--- config.mk ---
export PLATFORM = sky130hd
export DESIGN_NAME = seq_alu
export DESIGN_NICKNAME = d
export VERILOG_FILES = /design/src/rtl/seq_alu_pkg.sv /design/src/rtl/seq_alu_step.sv /design/src/rtl/seq_alu.sv
export SDC_FILE = /design/constraint.sdc
export NUM_CORES = 1
export LEC_CHECK = 0
export ABC_CLOCK_PERIOD_IN_PS = 4100
export CORE_ASPECT_RATIO = 2
export CORE_MARGIN = 8
export CORE_UTILIZATION = 35
export CTS_CLUSTER_SIZE = 24
export DETAILED_ROUTE_END_ITERATION = 6
export GPL_ROUTABILITY_DRIVEN = 1
export HOLD_SLACK_MARGIN = 0.03
export PLACE_DENSITY = 0.67
export SYNTH_ARGS = -nofsm -noshare
export SYNTH_HDL_FRONTEND = slang
export SYNTH_SLANG_ARGS = --single-unit
--- constraint.sdc ---
create_clock -name clk -period 4.1 [get_ports clk]
set_input_delay 0.82 -clock clk [delete_from_list [all_inputs] [get_ports clk]]
set_output_delay 0.82 -clock clk [all_outputs]
set_load 0.01 [all_outputs]
--- src/rtl/seq_alu_pkg.sv ---
// Shared types and helpers for the multi-cycle ALU: op codes, FSM states,
// counter sizing and the signed-overflow rule used by add/sub.
package seq_alu_pkg;

  typedef enum logic [1:0] {
    OP_ADD = 2'b00,
    OP_SUB = 2'b01,
    OP_MUL = 2'b10,
    OP_DIV = 2'b11
  } op_e;

  typedef enum logic {
    IDLE = 1'b0,
    RUN  = 1'b1
  } state_e;

  function automatic int cnt_width(input int width);
    return $clog2(width);
  endfunction

  // Carry into the MSB recovered from the operand and sum MSBs, XORed with carry out.
  function automatic logic signed_ovf(input logic a_msb, input logic b_msb,
                                      input logic sum_msb, input logic carry_out);
    return (a_msb ^ b_msb ^ sum_msb) ^ carry_out;
  endfunction

endpackage

--- src/rtl/seq_alu_step.sv ---
// One iteration of shift-add multiply or restoring divide. Purely combinational;
// partial is the accumulator/remainder, shifter the multiplier/quotient.
module seq_alu_step
  import seq_alu_pkg::*;
#(
  parameter int WIDTH = 16
) (
  input  op_e              op,
  input  logic [WIDTH-1:0] partial,
  input  logic [WIDTH-1:0] shifter,
  input  logic [WIDTH-1:0] operand,
  output logic [WIDTH-1:0] next_partial,
  output logic [WIDTH-1:0] next_shifter
);

  logic [WIDTH:0] mul_sum_s;
  logic [WIDTH:0] div_rem_s;

  // Single multiply or divide step selected by the latched op.
  always_comb begin
    next_partial = partial;
    next_shifter = shifter;
    mul_sum_s    = {1'b0, partial} + {1'b0, operand};
    div_rem_s    = {partial, shifter[WIDTH-1]};
    case (op)
      OP_MUL: begin
        if (shifter[0]) begin
          next_partial = mul_sum_s[WIDTH:1];
          next_shifter = {mul_sum_s[0], shifter[WIDTH-1:1]};
        end else begin
          next_partial = {1'b0, partial[WIDTH-1:1]};
          next_shifter = {partial[0], shifter[WIDTH-1:1]};
        end
      end
      OP_DIV: begin
        // The remainder stays below the divisor, so the low WIDTH bits of the difference suffice.
        if (div_rem_s >= {1'b0, operand}) begin
          next_partial = div_rem_s[WIDTH-1:0] - operand;
          next_shifter = {shifter[WIDTH-2:0], 1'b1};
        end else begin
          next_partial = div_rem_s[WIDTH-1:0];
          next_shifter = {shifter[WIDTH-2:0], 1'b0};
        end
      end
      default: begin
        next_partial = partial;
        next_shifter = shifter;
      end
    endcase
  end

endmodule

--- src/rtl/seq_alu.sv ---
// Multi-cycle ALU: single-cycle add/sub, iterative unsigned mul/div with a
// start/busy/done handshake. Results hold until the next done pulse.
module seq_alu
  import seq_alu_pkg::*;
#(
  parameter int WIDTH = 16
) (
  input  logic             clk,
  input  logic             rst,
  input  logic             start,
  input  logic [1:0]       sel,
  input  logic [WIDTH-1:0] a,
  input  logic [WIDTH-1:0] b,
  output logic             busy,
  output logic             done,
  output logic [WIDTH-1:0] out,
  output logic [WIDTH-1:0] out_hi,
  output logic             ov
);

  localparam int CW = cnt_width(WIDTH);

  state_e           state_q, state_d;
  op_e              op_q, op_d;
  logic [CW-1:0]    count_q, count_d;
  logic [WIDTH-1:0] operand_q, operand_d;
  logic [WIDTH-1:0] partial_q, partial_d;
  logic [WIDTH-1:0] shifter_q, shifter_d;
  logic [WIDTH-1:0] out_q, out_d;
  logic [WIDTH-1:0] out_hi_q, out_hi_d;
  logic             ov_q, ov_d;
  logic             done_q, done_d;
  logic             busy_q, busy_d;

  logic [WIDTH-1:0] addend_s;
  logic [WIDTH:0]   sum_s;
  logic [WIDTH-1:0] step_partial_s;
  logic [WIDTH-1:0] step_shifter_s;

  seq_alu_step #(.WIDTH(WIDTH)) u_step (
    .op           (op_q),
    .partial      (partial_q),
    .shifter      (shifter_q),
    .operand      (operand_q),
    .next_partial (step_partial_s),
    .next_shifter (step_shifter_s)
  );

  // Shared add/sub adder: subtraction is a + ~b + 1.
  always_comb begin
    if (sel == OP_SUB) begin
      addend_s = ~b;
    end else begin
      addend_s = b;
    end
    sum_s = {1'b0, a} + {1'b0, addend_s} + {{WIDTH{1'b0}}, (sel == OP_SUB)};
  end

  // FSM next state, iteration datapath and result capture.
  always_comb begin
    state_d   = state_q;
    op_d      = op_q;
    count_d   = count_q;
    operand_d = operand_q;
    partial_d = partial_q;
    shifter_d = shifter_q;
    out_d     = out_q;
    out_hi_d  = out_hi_q;
    ov_d      = ov_q;
    done_d    = 1'b0;
    case (state_q)
      IDLE: begin
        if (start) begin
          case (sel)
            OP_ADD: begin
              op_d     = OP_ADD;
              out_d    = sum_s[WIDTH-1:0];
              out_hi_d = '0;
              ov_d     = sum_s[WIDTH];
              done_d   = 1'b1;
            end
            OP_SUB: begin
              op_d     = OP_SUB;
              out_d    = sum_s[WIDTH-1:0];
              out_hi_d = '0;
              ov_d     = signed_ovf(a[WIDTH-1], addend_s[WIDTH-1], sum_s[WIDTH-1], sum_s[WIDTH]);
              done_d   = 1'b1;
            end
            OP_MUL: begin
              op_d      = OP_MUL;
              state_d   = RUN;
              count_d   = '0;
              operand_d = a;
              partial_d = '0;
              shifter_d = b;
            end
            OP_DIV: begin
              op_d = OP_DIV;
              if (b == '0) begin
                out_d    = '1;
                out_hi_d = a;
                ov_d     = 1'b1;
                done_d   = 1'b1;
              end else begin
                state_d   = RUN;
                count_d   = '0;
                operand_d = b;
                partial_d = '0;
                shifter_d = a;
              end
            end
            default: begin
              state_d = IDLE;
            end
          endcase
        end else begin
          state_d = IDLE;
        end
      end
      RUN: begin
        partial_d = step_partial_s;
        shifter_d = step_shifter_s;
        count_d   = count_q + CW'(1);
        if (count_q == CW'(WIDTH - 1)) begin
          state_d  = IDLE;
          done_d   = 1'b1;
          out_d    = step_shifter_s;
          out_hi_d = step_partial_s;
          if (op_q == OP_MUL) begin
            ov_d = (step_partial_s != '0);
          end else begin
            ov_d = 1'b0;
          end
        end else begin
          state_d = RUN;
        end
      end
      default: begin
        state_d = IDLE;
      end
    endcase
    busy_d = (state_d == RUN);
  end

  // State and result registers with synchronous reset.
  always_ff @(posedge clk) begin
    if (rst) begin
      state_q   <= IDLE;
      op_q      <= OP_ADD;
      count_q   <= '0;
      operand_q <= '0;
      partial_q <= '0;
      shifter_q <= '0;
      out_q     <= '0;
      out_hi_q  <= '0;
      ov_q      <= 1'b0;
      done_q    <= 1'b0;
      busy_q    <= 1'b0;
    end else begin
      state_q   <= state_d;
      op_q      <= op_d;
      count_q   <= count_d;
      operand_q <= operand_d;
      partial_q <= partial_d;
      shifter_q <= shifter_d;
      out_q     <= out_d;
      out_hi_q  <= out_hi_d;
      ov_q      <= ov_d;
      done_q    <= done_d;
      busy_q    <= busy_d;
    end
  end

  assign busy   = busy_q;
  assign done   = done_q;
  assign out    = out_q;
  assign out_hi = out_hi_q;
  assign ov     = ov_q;

endmodule

==> reports/metrics.yaml, run 1 <==
yosys:
  syn_area_sq_mm: 0.00741
  synth_warnings: 0
  yosysMostFrequentCell: "nor2_1"
  synth_largest_area_cell: "dfxtp_1"
  syn_nets: 1057
  ys_seq_elements: 89
  synth_area_leaders: "dfxtp_1, ha_1, a21oi_1"
  async_reset_ff_share_pct: 0
  ys_types: 74
  syn_inst: 964
  syn_area_per_cell_sq_um: 7.69
  yosysSeqAreaShare_pct: 24.0
  synth.top_cell.area_share_pct: 24.0
  netlist_top_cells_count: "nor2_1, a21oi_1, dfxtp_1"
  synthFlopType: "dfxtp_1"
  synth_edf_count: 0
cts:
  clock_latency_ps: 360
  numCtsBuffers: 9
  cts.sink_count: 89
  ctsRootBufferMaster: "clkbuf_16"
  path_clk_slew_ps: 70
  htree_levels: 3
  hold_buffers: 0
  clock_path_buffers: 2
  cts_setup_buffers: 0
  cts_tree: "yes"
setup_path:
  required_ps: 4350
  start_kind: "input pin"
  crit_chain: "clkdlybuf4s50_1 > inv_1 > ha_2 > mux2_2 > fa_1 > a21oi_2 > nor2_1 > o21a_1 > o31a_1 > a41oi_2 > a21oi_1 > a311oi_2 > xor2_1 > a21oi_1 > o31a_1"
  path_class: "input pin to flip-flop"
  crit_slowest_cell: "clkdlybuf4s50_1"
  endpoint_kind: "flip-flop"
  path_depth: 15
  critPathBufInv: 2
  worstPathArrival_ps: 4200
  cp_top_family: "compound AO/OA/AOI/OAI gates"
  critPathMaxStageDelay_ps: 490
  ff2ff_path_depth: 13
  cp_max_fo: 3
status:
  status: "finished, final reports clean"
power:
  clockPowerShare_pct: 26.3
  comb_power_share_pct: 40.0
  p_per_area_mw_per_mm2: 323
  power_switching_share_pct: 37.5
  p_int_mw: 1.85
  p_switching_mw: 1.11
  leakage_nw: 3.58
  ir_drop_uv: 289
  seqPwrFrac_pct: 33.7
timing:
  hold_violations: 0
  setup_viol: 0
  post-route-period-util_pct: 96.4
  fmax_mhz: 253
  relSlewSlack_pct: 27.7
  fin_crit_ps: 3950
  fin_skew_ps: 10.5
  worstMarginPinSlew_ps: 1080
  slew_violations: 0
global_routing:
  grt_pass1_wl_um: 43800
  grt_pass1_vias: 8014
  grt_usage_pct: 21.2
  grt_max_degree: 90
  antenna_found_initial: 0
  grt_overflow_total: 0
routing:
  vias: 7815
  wl_um: 28400
  drc: 0
  via_per_inst: 5.85
  antenna_left: 0
  wire_per_inst_um: 21.3
  dr.pass1.iters: 5
  drtIter0Drc: 403
die:
  start_util_pct: 35.4
  fp.dieArea_sq_mm: 0.0264
  dieHeight_um: 222
  num_rows: 75
  ios: 72
  die_w_um: 119
  coreArea_sq_mm: 0.0209
worst_hold_path:
  hold_path_class: "flip-flop to flip-flop"
  min_path_cells: 2
finish:
  final_core_util_pct: 43.7
  fin_cells: 1335
  nets: 1155
  syn_to_final_growth_pct: 23.3
  drive_gt1_share_pct: 12.2
  multiInputGateArea_sq_mm: 0.00535
  fillers: 2095
  ff_latch_area_sq_mm: 0.00178
  num_antenna_cells: 0
place:
  hpwl_um: 22200
  placed_cells: 1320
  io_buffer_count: 71
  gp_congestion: 0.983
job:
  max_cap_violations: 0
## worst reg2reg max path, stage by stage, from the launching register on
cell,delay [ps]
dfxtp_1,490
ha_1,380
inv_1,100
fa_1,410
nor2b_1,190
o31a_1,250
o2111ai_1,280
and4_1,280
o41ai_1,320
a31o_2,180
nand4_1,120
nor4_2,300
a31oi_1,160
o31a_1,260
## area by class of cell
type	count	share of cell area [%]
clock buffer	10	2.51
timing repair buffer	142	14.1
sequential	89	19.5
tap	269	3.68
clock inverter	5	0.370
inverter	30	1.23
multi-input combinational	790	58.6
## per-stage QoR
stage | TNS, ps | cell area (sq um) | hold slack, ps | power (mW) | worst slack, ps
5_1_grt | -11.9 | 9140 | 474 | 3.09 | -11.9
2_1_floorplan | 0 | 7410 | 453 | 1.70 | 33.8
4_1_cts | 0 | 9120 | 455 | 2.94 | 2.12
3_3_place_gp | -816 | 8850 | 442 | 2.15 | -302
6_report | 0 | 9140 | 452 | 2.95 | 148
3_5_place_dp | -1090 | 8850 | 445 | 2.16 | -357
## path summary, 6_finish.rpt
check                                                from             endpoint  slack, ps
worst min-delay path                  out[2]$_SDFFE_PP0P_  out[2]$_SDFFE_PP0P_        450
worst max-delay path                               sel[1]      ov$_SDFFE_PP0P_        150
worst max register to register  partial_q[0]$_SDFFE_PP0P_      ov$_SDFFE_PP0P_        260
worst min register to register        out[2]$_SDFFE_PP0P_  out[2]$_SDFFE_PP0P_        450
## power groups by stage
| stage | sequential [mW] | combinational (mW) | clock (mW) |
|---|---|---|---|
| finish | 0.994 | 1.18 | 0.778 |
| floorplan | 0.995 | 0.708 | 0 |
| global placement | 1.01 | 1.14 | 0 |
| detailed placement | 1.01 | 1.15 | 0 |
| global route | 1.00 | 1.28 | 0.817 |
| CTS | 0.993 | 1.16 | 0.785 |
## what timing repair did
item	4_1_cts	5_1_grt
hold endpoints to repair	0	0
pin swaps	0	1
resized for setup	1	5
endpoints found under the setup margin	1	2
## registers in the layout, indices dropped and copies added (netlist names)
| name | flops |
|---|---|
| operand_q | 16 |
| out | 16 |
| out_hi | 16 |
| partial_q | 16 |
| shifter_q | 16 |
| count_q | 4 |
| op_q | 2 |
| busy | 1 |
| done | 1 |
| ov | 1 |
## routing by layer
layer,track usage (%),up-vias,routed length (um)
met3,2.45,108,993
met4,18.9,0,2410
met5,0,-,0
li1,-,3755,-
met1,19.8,3687,9810
met2,39.4,265,15200
## cell usage in the layout (no fill, tap or decap), drive strengths merged, types with 10 or more instances in the layout
cell	count
nor2	125
a21oi	100
dfxtp	89
nand2	75
buf	72
clkdlybuf4s50	70
ha	53
o21ai	47
a211oi	42
mux2i	41
nor3	37
xor2	32
inv	30
xnor2	18
a21o	18
nand3	13
o211ai	13
a221oi	12
mux2	11
o21a	10
nand2b	10
clkbuf	10
## cells by family after synthesis
logic type / synth area share, %
muxes: 7.21
AOI/OAI and AO/OA: 28.9
xor gates and xnor gates: 5.91
and+or+nand+nor: 19.9
buffers and inverters: 4.31
DFF: 24.0
adders and majority gates: 9.76
Note: power is estimated with default switching activity, not from simulation.
==> run 2: changes to the inputs <==
SETUP_SLACK_MARGIN = 0.3   (was unset)
==> run 2 against run 1 <==
Against the previous run: routed wire length grew 1.2%; utilization grew 0.90 points; count of clock-buffer cells in the layout grew 1.
==> reports/metrics.yaml, run 2 (same netlist as run 1, synthesis figures left out) <==
status:
  status: "finished, final reports clean"
cts:
  ctsRootBufferMaster: "clkbuf_16"
  numCtsBuffers: 9  # unchanged
  htree_levels: 3  # unchanged
  cts_tree: "yes"
  clock_latency_ps: 370  # about the same
  path_clk_slew_ps: 70  # about the same
  clock_path_buffers: 2  # unchanged
  cts.sink_count: 89  # unchanged
  hold_buffers: 0  # unchanged
routing:
  dr.pass1.iters: 5  # unchanged
  antenna_left: 0  # unchanged
  wire_per_inst_um: 21.4  # +0.44%
  wl_um: 28800  # +1.2%
  vias: 7934  # +1.5%
  via_per_inst: 5.90  # +0.77%
  drc: 0  # unchanged
  drtIter0Drc: 417  # +3.5%
worst_hold_path:
  worstHoldStart: "out[2]$_SDFFE_PP0P_"
  hold_path_class: "flip-flop to flip-flop"
  min_path_cells: 2  # unchanged
  hold_end: "out[2]$_SDFFE_PP0P_"
setup_path:
  cp_common_cell: "a31oi_1"
  cp_max_fo: 6  # +3
  start_kind: "flip-flop"
  r2r_start: "operand_q[8]$_SDFFE_PP0P_"
  required_ps: 4360  # about the same
  endpoint_kind: "flip-flop"
  crit_chain: "inv_1 > ha_1 > nand3_1 > nor3_2 > nor2_1 > a21o_1 > a31oi_1 > a21oi_1 > a311o_1 > nor4_2 > a31oi_1 > o31a_1"
  r2r-end: "ov$_SDFFE_PP0P_"
  crit_slowest_cell: "nor3_2"
  rrSetupSlack_ps: 460  # +200 ps
  critPathMaxStageDelay_ps: 400  # -90 ps
  worstPathArrival_ps: 3900  # -300 ps
  ff2ff_path_depth: 12  # -1
  path_class: "flip-flop to flip-flop"
timing:
  fin_crit_ps: 3640  # -308 ps
  fmax_mhz: 274  # +8.4%
  slew_violations: 0  # unchanged
  hold_violations: 0  # unchanged
  relSlewSlack_pct: 46.4  # +19 points
  worstMarginPinSlew_ps: 802  # -278 ps
  setup_slack_ps: 455  # +308 ps
  finalSetupTns_ps: 0  # unchanged
  fin_skew_ps: 8.03  # -2.44 ps
  rsz0062_at_grt: "no"
  setup_viol: 0  # unchanged
  post-route-period-util_pct: 88.9  # -7.5 points
global_routing:
  grt_pass1_wl_um: 45200  # +3.1%
  antenna_found_initial: 0  # unchanged
  grt_usage_pct: 22.0  # +0.77 points
  grt_pass1_vias: 8091  # +0.96%
  grt_overflow_total: 0  # unchanged
  grt_max_degree: 46  # -49%
power:
  leakage_nw: 3.68  # +3.0%
  p_per_area_mw_per_mm2: 342  # +5.8%
  total_power_mw: 3.19  # +8.0%
  ir_drop_uv: 225  # -22%
die:
  num_rows: 75  # unchanged
  dieHeight_um: 222  # unchanged
  ios: 72  # unchanged
  die_w_um: 119  # unchanged
  fp.dieArea_sq_mm: 0.0264  # unchanged
  start_util_pct: 35.4  # unchanged
  coreArea_sq_mm: 0.0209  # unchanged
place:
  pre_cts_ws_ps: -288  # +68.8 ps
  io_buffer_count: 71  # unchanged
  placed_area_sq_mm: 0.00887  # +0.25%
  gp_congestion: 0.986  # +0.24%
  hpwl_um: 22200  # +0.26%
finish:
  syn_to_final_growth_pct: 25.8
  final_common_cell: "nor2_1"
  drive_gt1_share_pct: 14.0  # +1.8 points
  most-common-layout-cells: "nor2_1, a21oi_1, dfxtp_1"
  nets: 1163  # +0.69%
  stdcell_area_sq_mm: 0.00932  # +2.1%
job:
  max_cap_violations: 0  # unchanged
==> run 2: cell count changes in the layout (fill, tap and decap cells not counted), sizes merged <==
cell / delta
buf: +8
bufinv: +3
clkdlybuf4s50: -3
dlymetal6s2s: +3
clkinv: -2
clkbuf: +1
clkinvlp: -1
diode: +1
==> run 2: worst max-delay path by stage <==
stage / startpoint / to
finish: operand_q[8]$_SDFFE_PP0P_ / ov$_SDFFE_PP0P_
global route: operand_q[1]$_SDFFE_PP0P_ / ov$_SDFFE_PP0P_
CTS: sel[1] / ov$_SDFFE_PP0P_
detailed placement: sel[0] / out[13]$_SDFFE_PP0P_
global placement: sel[1] / out[13]$_SDFFE_PP0P_
floorplan: sel[1] / ov$_SDFFE_PP0P_
==> run 2: cell type report <==
class,count,area (sq um)
clock buffers,11,243
clock inverters,5,103
flip-flops and latches,89,1790
fillers,2092,11600
diodes,1,2.50
well taps,269,337
repair buffers,150,1330
inverters,30,113
multi-input cells,790,5410
==> run 2: per-layer routing <==
layer | GRT usage (%) | wire, um | share of wire (%) | vias up
met5 | 0 | 0 | 0 | -
met3 | 3.49 | 1180 | 4.1 | 104
met4 | 18.1 | 2430 | 8.4 | 0
met2 | 40.7 | 15200 | 53 | 268
met1 | 20.6 | 9920 | 35 | 3785
li1 | - | - | - | 3777
==> run 2: per-stage QoR <==
step                utilization, %  std cells  hold slack (ps)
finish                        44.6       1345              455
global route                  44.5       1344              468
CTS                           44.1       1341              458
detailed placement            42.4       1325              448
global placement              42.4       1325              442
floorplan                        -        964              453
==> run 2: critical path, delay by kind of cell (launching register included) <==
| family | cells | cell delay [ps] |
|---|---|---|
| adder cells (fa/ha/maj) | 1 | 390 |
| buffers and inverters | 1 | 60 |
| flip-flops | 1 | 380 |
| AND/OR/NAND/NOR | 4 | 1060 |
| AO/OA/AOI/OAI | 6 | 1630 |
==> run 2: power by group <==
part	leakage [nW]	internal [mW]	switching (mW)
Combinational	2.79	0.522	0.671
Sequential	0.729	0.927	0.0723
Clock	0.166	0.612	0.385
==> run 2: what timing repair did <==
action	CTS	global route
pin swaps	1	7
setup buffers	0	3
gates resized for setup	5	19
endpoints found under the setup margin	3	7
==> run 3: changes to the inputs <==
CAP_MARGIN = 20   (was unset)
==> results of run 3 <==
Same layout as run 2: the final DEF is identical, and so are final timing and power.
